$ cat config.mk
export PLATFORM = sky130hd
export DESIGN_NAME = sipo_loader
export DESIGN_NICKNAME = d
export VERILOG_FILES = /design/src/rtl/sipo_loader.sv
export SDC_FILE = /design/constraint.sdc
export NUM_CORES = 1
export LEC_CHECK = 0
export BUFFER_PORTS_ARGS = -buffer_cell sky130_fd_sc_hd__buf_2
export CELL_PAD_IN_SITES_DETAIL_PLACEMENT = 1
export CELL_PAD_IN_SITES_GLOBAL_PLACEMENT = 2
export CORE_UTILIZATION = 30
export DETAILED_ROUTE_END_ITERATION = 7
export MAX_ROUTING_LAYER = met4
export PLACE_DENSITY = 0.73
export REMOVE_ABC_BUFFERS = 1
export SLEW_MARGIN = 20
export SYNTH_ARGS = -nofsm -noshare
export SYNTH_HDL_FRONTEND = slang
export SYNTH_SLANG_ARGS = --single-unit
$ cat constraint.sdc
create_clock -name clk -period 1.8 [get_ports clk]
set_input_delay 0.18 -clock clk [delete_from_list [all_inputs] [get_ports clk]]
set_output_delay 0.18 -clock clk [all_outputs]
set_load 0.02 [all_outputs]
$ cat src/rtl/sipo_loader.sv
// sipo_loader: serial-in/parallel-out loader.
// Assembles a start-framed serial bit stream into a WIDTH-bit word. It drives
// a downstream enabled register bank: q feeds the bank's d inputs, and the
// one-cycle we pulse feeds its enable. Partial frames never reach q.
//
// Ports:
//   clk      in   rising-edge clock
//   clr      in   synchronous active-high clear; overrides every other input
//   start    in   frame start strobe; restarts the frame if one is in progress
//   sin      in   serial data bit
//   sin_en   in   sin is valid this cycle (ignored while idle)
//   q        out  last completed word (registered)
//   we       out  one-cycle pulse marking a new q
//   busy     out  high while a frame is being collected
//   bit_cnt  out  bits collected so far in the current frame
module sipo_loader #(
  parameter int WIDTH     = 8,
  parameter bit MSB_FIRST = 1'b1
) (
  input  logic                     clk,
  input  logic                     clr,
  input  logic                     start,
  input  logic                     sin,
  input  logic                     sin_en,
  output logic [WIDTH-1:0]         q,
  output logic                     we,
  output logic                     busy,
  output logic [$clog2(WIDTH):0]   bit_cnt
);

  localparam int CW = $clog2(WIDTH) + 1;

  typedef enum logic {IDLE = 1'b0, SHIFT = 1'b1} state_t;

  state_t           state_reg, state_next;
  logic [WIDTH-1:0] sr_reg, sr_next;
  logic [CW-1:0]    cnt_reg, cnt_next;
  logic [WIDTH-1:0] q_reg, q_next;
  logic             we_reg, we_next;
  logic [WIDTH-1:0] sr_shift;

  // Shift direction is fixed at elaboration time.
  generate
    if (MSB_FIRST) begin : g_msb_first
      assign sr_shift = {sr_reg[WIDTH-2:0], sin};
    end else begin : g_lsb_first
      assign sr_shift = {sin, sr_reg[WIDTH-1:1]};
    end
  endgenerate

  always_ff @(posedge clk) begin
    if (clr) begin
      state_reg <= IDLE;
      sr_reg    <= '0;
      cnt_reg   <= '0;
      q_reg     <= '0;
      we_reg    <= 1'b0;
    end else begin
      state_reg <= state_next;
      sr_reg    <= sr_next;
      cnt_reg   <= cnt_next;
      q_reg     <= q_next;
      we_reg    <= we_next;
    end
  end

  always_comb begin
    state_next = state_reg;
    sr_next    = sr_reg;
    cnt_next   = cnt_reg;
    q_next     = q_reg;
    we_next    = 1'b0;

    case (state_reg)
      IDLE: begin
        // A bit that arrives together with start is deliberately dropped.
        if (start) begin
          state_next = SHIFT;
          sr_next    = '0;
          cnt_next   = '0;
        end
      end
      SHIFT: begin
        if (start) begin
          // Restart wins even over the would-be final bit: no word is issued.
          sr_next  = '0;
          cnt_next = '0;
        end else if (sin_en) begin
          sr_next = sr_shift;
          if (cnt_reg == CW'(WIDTH - 1)) begin
            // Final bit: publish the word including the current sin.
            q_next     = sr_shift;
            we_next    = 1'b1;
            cnt_next   = '0;
            state_next = IDLE;
          end else begin
            cnt_next = cnt_reg + CW'(1);
          end
        end
      end
      default: begin
        state_next = IDLE;
      end
    endcase
  end

  assign q       = q_reg;
  assign we      = we_reg;
  assign busy    = (state_reg == SHIFT);
  assign bit_cnt = cnt_reg;

endmodule
==> Word-level counts from Yosys, hierarchy flattened <==
Index checks and enable logic that the tools add are counted.
{ "op_classes": {"n_reduce_logical": 3, "mux": 15, "n_addsub": 1, "bitwise_logic": 3, "n_eq_ne": 3} }
{ "op_table": {"columns": ["operator", "n"], "rows": [
  ["7-bit two-way mux", 3],
  ["4-bit two-way mux", 4],
  ["7-bit one-hot mux with 2 select lines", 1],
  ["4-bit one-hot mux with 2 select lines", 1],
  ["1-bit two-way mux", 5],
  ["4-bit by 1-bit adder with 4-bit output, second input constant", 1],
  ["4-bit by 3-bit equality test with 1-bit output, second input constant", 1],
  ["4-bit AND reduction", 1],
  ["4-bit OR reduction", 1],
  ["3-bit inequality test, second input constant", 1],
  ["1-bit inverter", 3],
  ["2-bit inequality test, second input constant", 1],
  ["1-bit one-hot mux with 2 select lines", 1],
  ["2-bit AND reduction", 1]
]} }
{ "totals": {"elab_cells": 30, "reg_bits": 21} }

==> Logic depth before layout (Yosys ltp) <==
Gate-level depths: netlist of the first run.
{ "depth": {"ltp_word": 5, "mapped_depth": 4} }

==> Worst setup path after synthesis of the first run <==
OpenSTA, ideal clock, no wires.
{ "synth_path": {"kind": "register to register", "from": "register cnt_reg[0], in the netlist bit_cnt[0]", "to": "register q_reg[0], in the netlist q[0]", "path_buffers": 0, "slack_ps": 274, "t_arrival_ps": 1454, "period_less_slack_ps": 1526, "setup_time_ps": 72, "stages_incl_launch_ff": 5, "path_cell_list": "dfxtp_1 > ha_1 > nand3b_4 > nor3_4 > mux2i_1"} }
{ "synth_via": {"elab_chain_len": 2} }
{ "synth_lines": {"columns": ["element", "line_no", "text"], "rows": [
  ["from (decl)", "37", "logic [CW-1:0] cnt_reg, cnt_next;"],
  ["from (signal assigned)", "61", "cnt_reg <= cnt_next;"],
  ["4-bit by 3-bit equality test with 1-bit output", "90", "if (cnt_reg == CW'(WIDTH - 1)) begin"],
  ["4-bit AND reduction (no source line)", null, null],
  ["to (signal assigned)", "62", "q_reg <= q_next;"],
  ["to (decl)", "38", "logic [WIDTH-1:0] q_reg, q_next;"]
]} }
Every way passes these cells.
A chain may end at the register's enable or synchronous reset.

==> Worst setup path after layout of the first run <==
{ "layout_path": {"from": "register cnt_reg[0], in the netlist bit_cnt[0]", "to": "register q_reg[1], in the netlist q[1]"} }
Same word-level chain as after synthesis.

==> results of run 1 <==
==> power breakdown <==
group          total [uW]  internal, uW  leakage, uW  switching (uW)
Clock                 236          83.0    0.0000177             153
Combinational        41.4          15.7     0.000232            25.7
Sequential            471           467     0.000169            3.93
Total                 749           566     0.000420             182
==> worst min-delay path by stage <==
stage	cells past startpoint	from	endpoint	slack [ns]
after floorplan	1	start	we	0.26
after global placement	3	sin	sr_reg[0]	0.44
after detailed placement	3	sin	sr_reg[0]	0.45
after CTS	3	sin	sr_reg[0]	0.1
after global routing	3	sin	sr_reg[0]	0.12
final	3	sin	sr_reg[0]	0.11
==> Yosys cell counts <==
cell type  instances
or4_1              1
o21ai_0            1
nor3_4             1
nand3b_1           1
nand2b_1          16
inv_1              1
nor2_1             2
buf_1              1
nor3_1             1
nor3b_1            1
and2_1             1
nand4_1            1
nand2_1           18
nand3b_4           1
nor4_1             1
nand3_1            1
mux2i_1            8
clkbuf_1           4
ha_1               1
or2_2              1
xnor2_1            1
a21oi_1           10
dfxtp_1           21
==> per-stage QoR <==
| stage | instance area, um2 | hold WS [ns] | util (%) | setup WS (ns) | std cells |
|---|---|---|---|---|---|
| floorplan | 850 | 0.258 | - | 0.274 | 90 |
| global placement | 1000 | 0.437 | 36.3 | 0.477 | 142 |
| detailed placement | 1000 | 0.447 | 36.3 | 0.419 | 142 |
| CTS | 1030 | 0.0978 | 37.3 | 0.394 | 146 |
| global route | 1030 | 0.116 | 37.3 | 0.290 | 146 |
| finish | 1030 | 0.109 | 37.3 | 0.405 | 146 |
==> cell families after synthesis <==
kind of cell    after synthesis  share of synthesized area [%]
fa+ha+maj                     1                           1.44
compound gates               11                           6.34
xor+xnor                      1                           1.01
flops                        21                           48.4
mux                           8                           9.22
simple gates                 47                           31.0
buf+inv                       6                           2.59
==> critical path: stages (launching register included) <==
cell	delay, ns
dfxtp_1	0.41
ha_1	0.26
nand3b_4	0.12
nor3_4	0.18
buf_4	0.18
mux2i_1	0.18
==> layer usage <==
metal | vias up | wire (um) | GRT usage (%)
met5 | - | 0 | -
met4 | 0 | 48 | 8.93
met3 | 5 | 61 | 2.33
met2 | 14 | 878 | 23.1
met1 | 336 | 821 | 14.3
li1 | 355 | - | -
==> cell type report <==
cell class	count	area share (%)
Sequential cell	21	40.9
Clock buffer	3	2.19
Inverter	1	0.365
Tap cell	31	3.77
Multi-Input combinational cell	68	41.4
Clock inverter	1	0.487
Timing Repair Buffer	21	10.9
==> results_dict.tcl, run 1 <==
set metrics [dict create \
    status "finished, final reports clean" \
    clk_path_buf_depth 2 \
    grt_pass1_vias 699 \
    tns_ns 0 \
    track_usage_pct 13.5 \
    drc 0 \
    cp-start-kind "flip-flop" \
    htreeDepth 1 \
    ys_types 23 \
    place.gp.congestion 0.703 \
    insertion_delay_ns 0.31 \
    clock_sinks 21 \
    crit_fanout 5 \
    via_per_inst 4.86 \
    ant_nets 0 \
    start_util_pct 31.5 \
    num_vias 710 \
    period_needed_ns 1.40 \
    layout_common_cells "dfxtp_1, nand2_1, buf_2" \
    netlist_area_um2 868 \
    grt_pass1_wl_mm 3.08 \
    yosys_warnings 0 \
    slew-limit-headroom_pct 78.8 \
    drtIter0Drc 10 \
    ys_seq_area_share_pct 48.4 \
    synth_top_area_share_pct 48.4 \
    synth_area_per_cell_um2 9.14 \
    synth_area_leaders "dfxtp_1, nand2b_1, mux2i_1" \
    grt_start_max_net_pins 20 \
    coreArea_um2 2760 \
    cts_resized 0 \
    crit_path_end_kind "flip-flop" \
    final_max_slew_viol_count 0 \
    worst_slew_pin_slew_ns 0.318 \
    yosysTopAreaCell "dfxtp_1" \
    routed_wl_mm 1.81 \
    areaGrowthSynthToFinish_pct 18.4 \
    die_w_um 55.8 \
    peakVddDrop_v 0.000318 \
    num_rows 19 \
    clk_pin_slew_ns 0.12 \
    path_class "flip-flop to flip-flop" \
    cts_setup_buffers 0 \
    min_path_type "primary input to flip-flop" \
    finalSetupViolCount 0 \
    crit_end "q[1]" \
    grt.overflow.total 0 \
    ctsHoldBuffers 0 \
    layout_commonest_cell "dfxtp_1" \
    max_cap_viol_count 0 \
    rr_startpoint "bit_cnt[0]" \
    hold_viol 0 \
    powerDensity_nw_per_um2 728 \
    dieArea_um2 3110 \
    r2r_cells 5 \
    leakage_uw 0.000420 \
    cts_tree "yes" \
    crit_required_ns 2.05 \
    fmax_ghz 0.717 \
    die_y_um 55.8 \
    io_pins 19 \
    rsz0062_at_grt "false" \
    drive_above_1_share_pct 24.3 \
    arrival_ns 1.64 \
    avgRoutedWirePerCell_um 12.4 \
    min_period_over_period_pct 77.5 \
    power.total_uw 749 \
    cts_buffers 3 \
    synth-seq-cells 21 \
    final_nets 122 \
    portBuffers 18 \
    dr.pass1.iters 4 \
    cts-root-buf "clkbuf_4" \
    fin_skew_ns 0.00281 \
    dp.final_hpwl_mm 1.34 \
    n_antenna_cell 0 \
    ff2ff_setup_slack_ns 0.40 \
    seqCellArea_um2 420 \
    n_fill_cell 338 \
    multi_input_area_um2 425 \
    largest_reg_flops 8 \
    synth_cells 95 \
    timing.rr.end "q[1]" \
    setup.worst_path.start "bit_cnt[0]" \
    antenna_found_initial 0 \
]
Power figures use the tool's default switching activity.
==> inputs of run 2 (changes only) <==
--- a/config.mk
+++ b/config.mk
@@ -8,10 +8,10 @@
 export BUFFER_PORTS_ARGS = -buffer_cell sky130_fd_sc_hd__buf_2
 export CELL_PAD_IN_SITES_DETAIL_PLACEMENT = 1
 export CELL_PAD_IN_SITES_GLOBAL_PLACEMENT = 2
-export CORE_UTILIZATION = 30
+export CORE_UTILIZATION = 27
 export DETAILED_ROUTE_END_ITERATION = 7
 export MAX_ROUTING_LAYER = met4
-export PLACE_DENSITY = 0.73
+export PLACE_DENSITY = 0.69
 export REMOVE_ABC_BUFFERS = 1
 export SLEW_MARGIN = 20
 export SYNTH_ARGS = -nofsm -noshare
==> constraint.sdc (replaced) <==
create_clock -name clk -period 1.12 [get_ports clk]
set_input_delay 0.112 -clock clk [delete_from_list [all_inputs] [get_ports clk]]
set_output_delay 0.112 -clock clk [all_outputs]
set_load 0.02 [all_outputs]
==> results_dict.tcl, run 2 (synthesis results as in run 1) <==
set metrics [dict create \
    path_cells "ha_4, or4_4, a21oi_2" \
    r2r_cells 3 \
    path_class "flip-flop to flip-flop" \
    dieArea_um2 3450 \
    powerDensity_nw_per_um2 1010 \
    grt_pass1_wl_mm 3.69 \
    rr_startpoint "bit_cnt[0]" \
    num_rows 20 \
    coreArea_um2 3050 \
    final_area_um2 1190 \
    routed_wl_mm 2.13 \
    insertion_delay_ns 0.30 \
    wl_met3_um 66 \
    dr_wl_met2_mm 1.09 \
    grt.overflow.total 0 \
    ff2ff_setup_slack_ns -0.12 \
    track_usage_pct 14.6 \
    arrival_ns 1.49 \
    areaGrowthSynthToFinish_pct 37.2 \
    clk_path_buf_depth 2 \
    crit_path_end_kind "flip-flop" \
    htreeDepth 1 \
    ant_nets 0 \
    drt-met1-wl_um 972 \
    die_w_um 58.7 \
    cp_slowest_cell "or4_4" \
    peakVddDrop_v 0.000623 \
    place_area_um2 1090 \
    layout_common_cells "nand2_1, dfxtp_1, buf_2" \
    place.gp.congestion 0.696 \
    whs_ns 0.0470 \
    drive_above_1_share_pct 37.9 \
    grt_pass1_vias 829 \
    start_util_pct 28.4 \
    slowest_delay_ns 0.48 \
    timing.rr.end "bit_cnt[3]" \
    rsz0062_at_grt "true" \
    timing.final.ws_setup_ns -0.118 \
    switching_share_pct 23.9 \
    crit_fanout 3 \
    min_path_type "primary input to flip-flop" \
    dr.max_layer_used "met3" \
    antenna_found_initial 0 \
    worst_slew_pin_slew_ns 0.238 \
    dr.pass1.iters 2 \
    drtIter0Drc 12 \
    n_antenna_cell 0 \
    p_clk_share_pct 30.4 \
    violations "setup timing" \
    leakage_uw 0.000475 \
    hold_start "sin" \
    cts_tree "yes" \
    num_vias 738 \
    drc 0 \
    portBuffers 18 \
    finalSetupViolCount 11 \
    io_pins 19 \
    period_needed_ns 1.24 \
    final_nets 131 \
    status "complete, but fails checks" \
    via_per_inst 4.39 \
    hold_depth 3 \
    fin_skew_ns 0.00420 \
    clk_pin_slew_ns 0.12 \
    max_cap_viol_count 0 \
    cts_buffers 3 \
    fmax_ghz 0.808 \
    hold_path_end "sr_reg[0]" \
    min_period_over_period_pct 111 \
    dp.final_hpwl_mm 1.51 \
    netSwitchingPower_uw 288 \
    intPower_uw 916 \
    largest_reg_flops 8 \
    avgRoutedWirePerCell_um 12.7 \
    final_max_slew_viol_count 0 \
    layout_commonest_cell "nand2_1" \
    final_util_pct 39.0 \
    slew-limit-headroom_pct 84.2 \
    cts-root-buf "clkbuf_4" \
    hold_viol 0 \
    grt_start_max_net_pins 19 \
    pwr-share-comb_pct 7.4 \
    clock_sinks 21 \
    die_y_um 58.7 \
    crit_required_ns 1.37 \
    power.total_uw 1200 \
    cp-start-kind "flip-flop" \
    seqPwrFrac_pct 62.3 \
]
## run 2: cell types whose count changed in the layout (fill, tap and decap cells not counted), moves of 2 or more
cell     previous run  this run
dfxtp_1            21        17
buf_4               3        10
dfxtp_4             0         4
buf_6               0         2
## run 2: layer usage
| layer | global-route usage [%] | vias to the layer above |
|---|---|---|
| met4 | 1.70 | 0 |
| met5 | - | - |
| met3 | 3.96 | 0 |
| li1 | - | 372 |
| met2 | 26.6 | 15 |
| met1 | 16.4 | 351 |
## run 2: worst max path at each step
stage | startpoint | end | depth (start not counted)
after global routing | bit_cnt[1] | q[3] | 5
final | bit_cnt[0] | bit_cnt[3] | 3
after floorplan | bit_cnt[0] | q[0] | 4
after detailed placement | bit_cnt[0] | q[1] | 5
after global placement | bit_cnt[1] | q[2] | 5
after CTS | bit_cnt[1] | bit_cnt[3] | 4
## run 2: layout make-up
| cell class | instances | area (um2) |
|---|---|---|
| Clock buffer | 3 | 22.5 |
| Multi-Input combinational cell | 68 | 467 |
| Timing Repair Buffer | 30 | 203 |
| Tap cell | 44 | 55.1 |
| Fill cell | 383 | 1860 |
| Sequential cell | 21 | 435 |
| Inverter | 1 | 3.75 |
| Clock inverter | 1 | 5.00 |
## run 2: repair_timing
item	CTS	global route
resized for setup	9	10
hold buffers	0	0
setup buffers	0	1
endpoints found under the setup margin	14	16
pin swaps	2	6
## run 2: worst max-delay path: cells and delay by family (launching register included)
family	cells	cell delay (ns)
AO/OA/AOI/OAI	1	0.15
adder cells (fa/ha/maj)	1	0.18
flip-flops	1	0.38
AND/OR/NAND/NOR	1	0.48
## run 2: power groups by stage
stage          clock (uW)  combinational [uW]  sequential, uW
2_1_floorplan           0                30.6             777
5_1_grt               414                98.8             751
3_3_place_gp            0                82.5             772
4_1_cts               386                85.6             758
6_report              365                88.8             750
3_5_place_dp            0                83.8             773
## run 2: per-stage QoR
stage	setup slack, ns	setup TNS, ns	instances
2_1_floorplan	-0.406	-3.56	90
3_3_place_gp	-0.129	-1.14	163
3_5_place_dp	-0.216	-1.86	163
4_1_cts	-0.0907	-0.665	167
5_1_grt	-0.171	-1.50	168
6_report	-0.118	-0.730	168
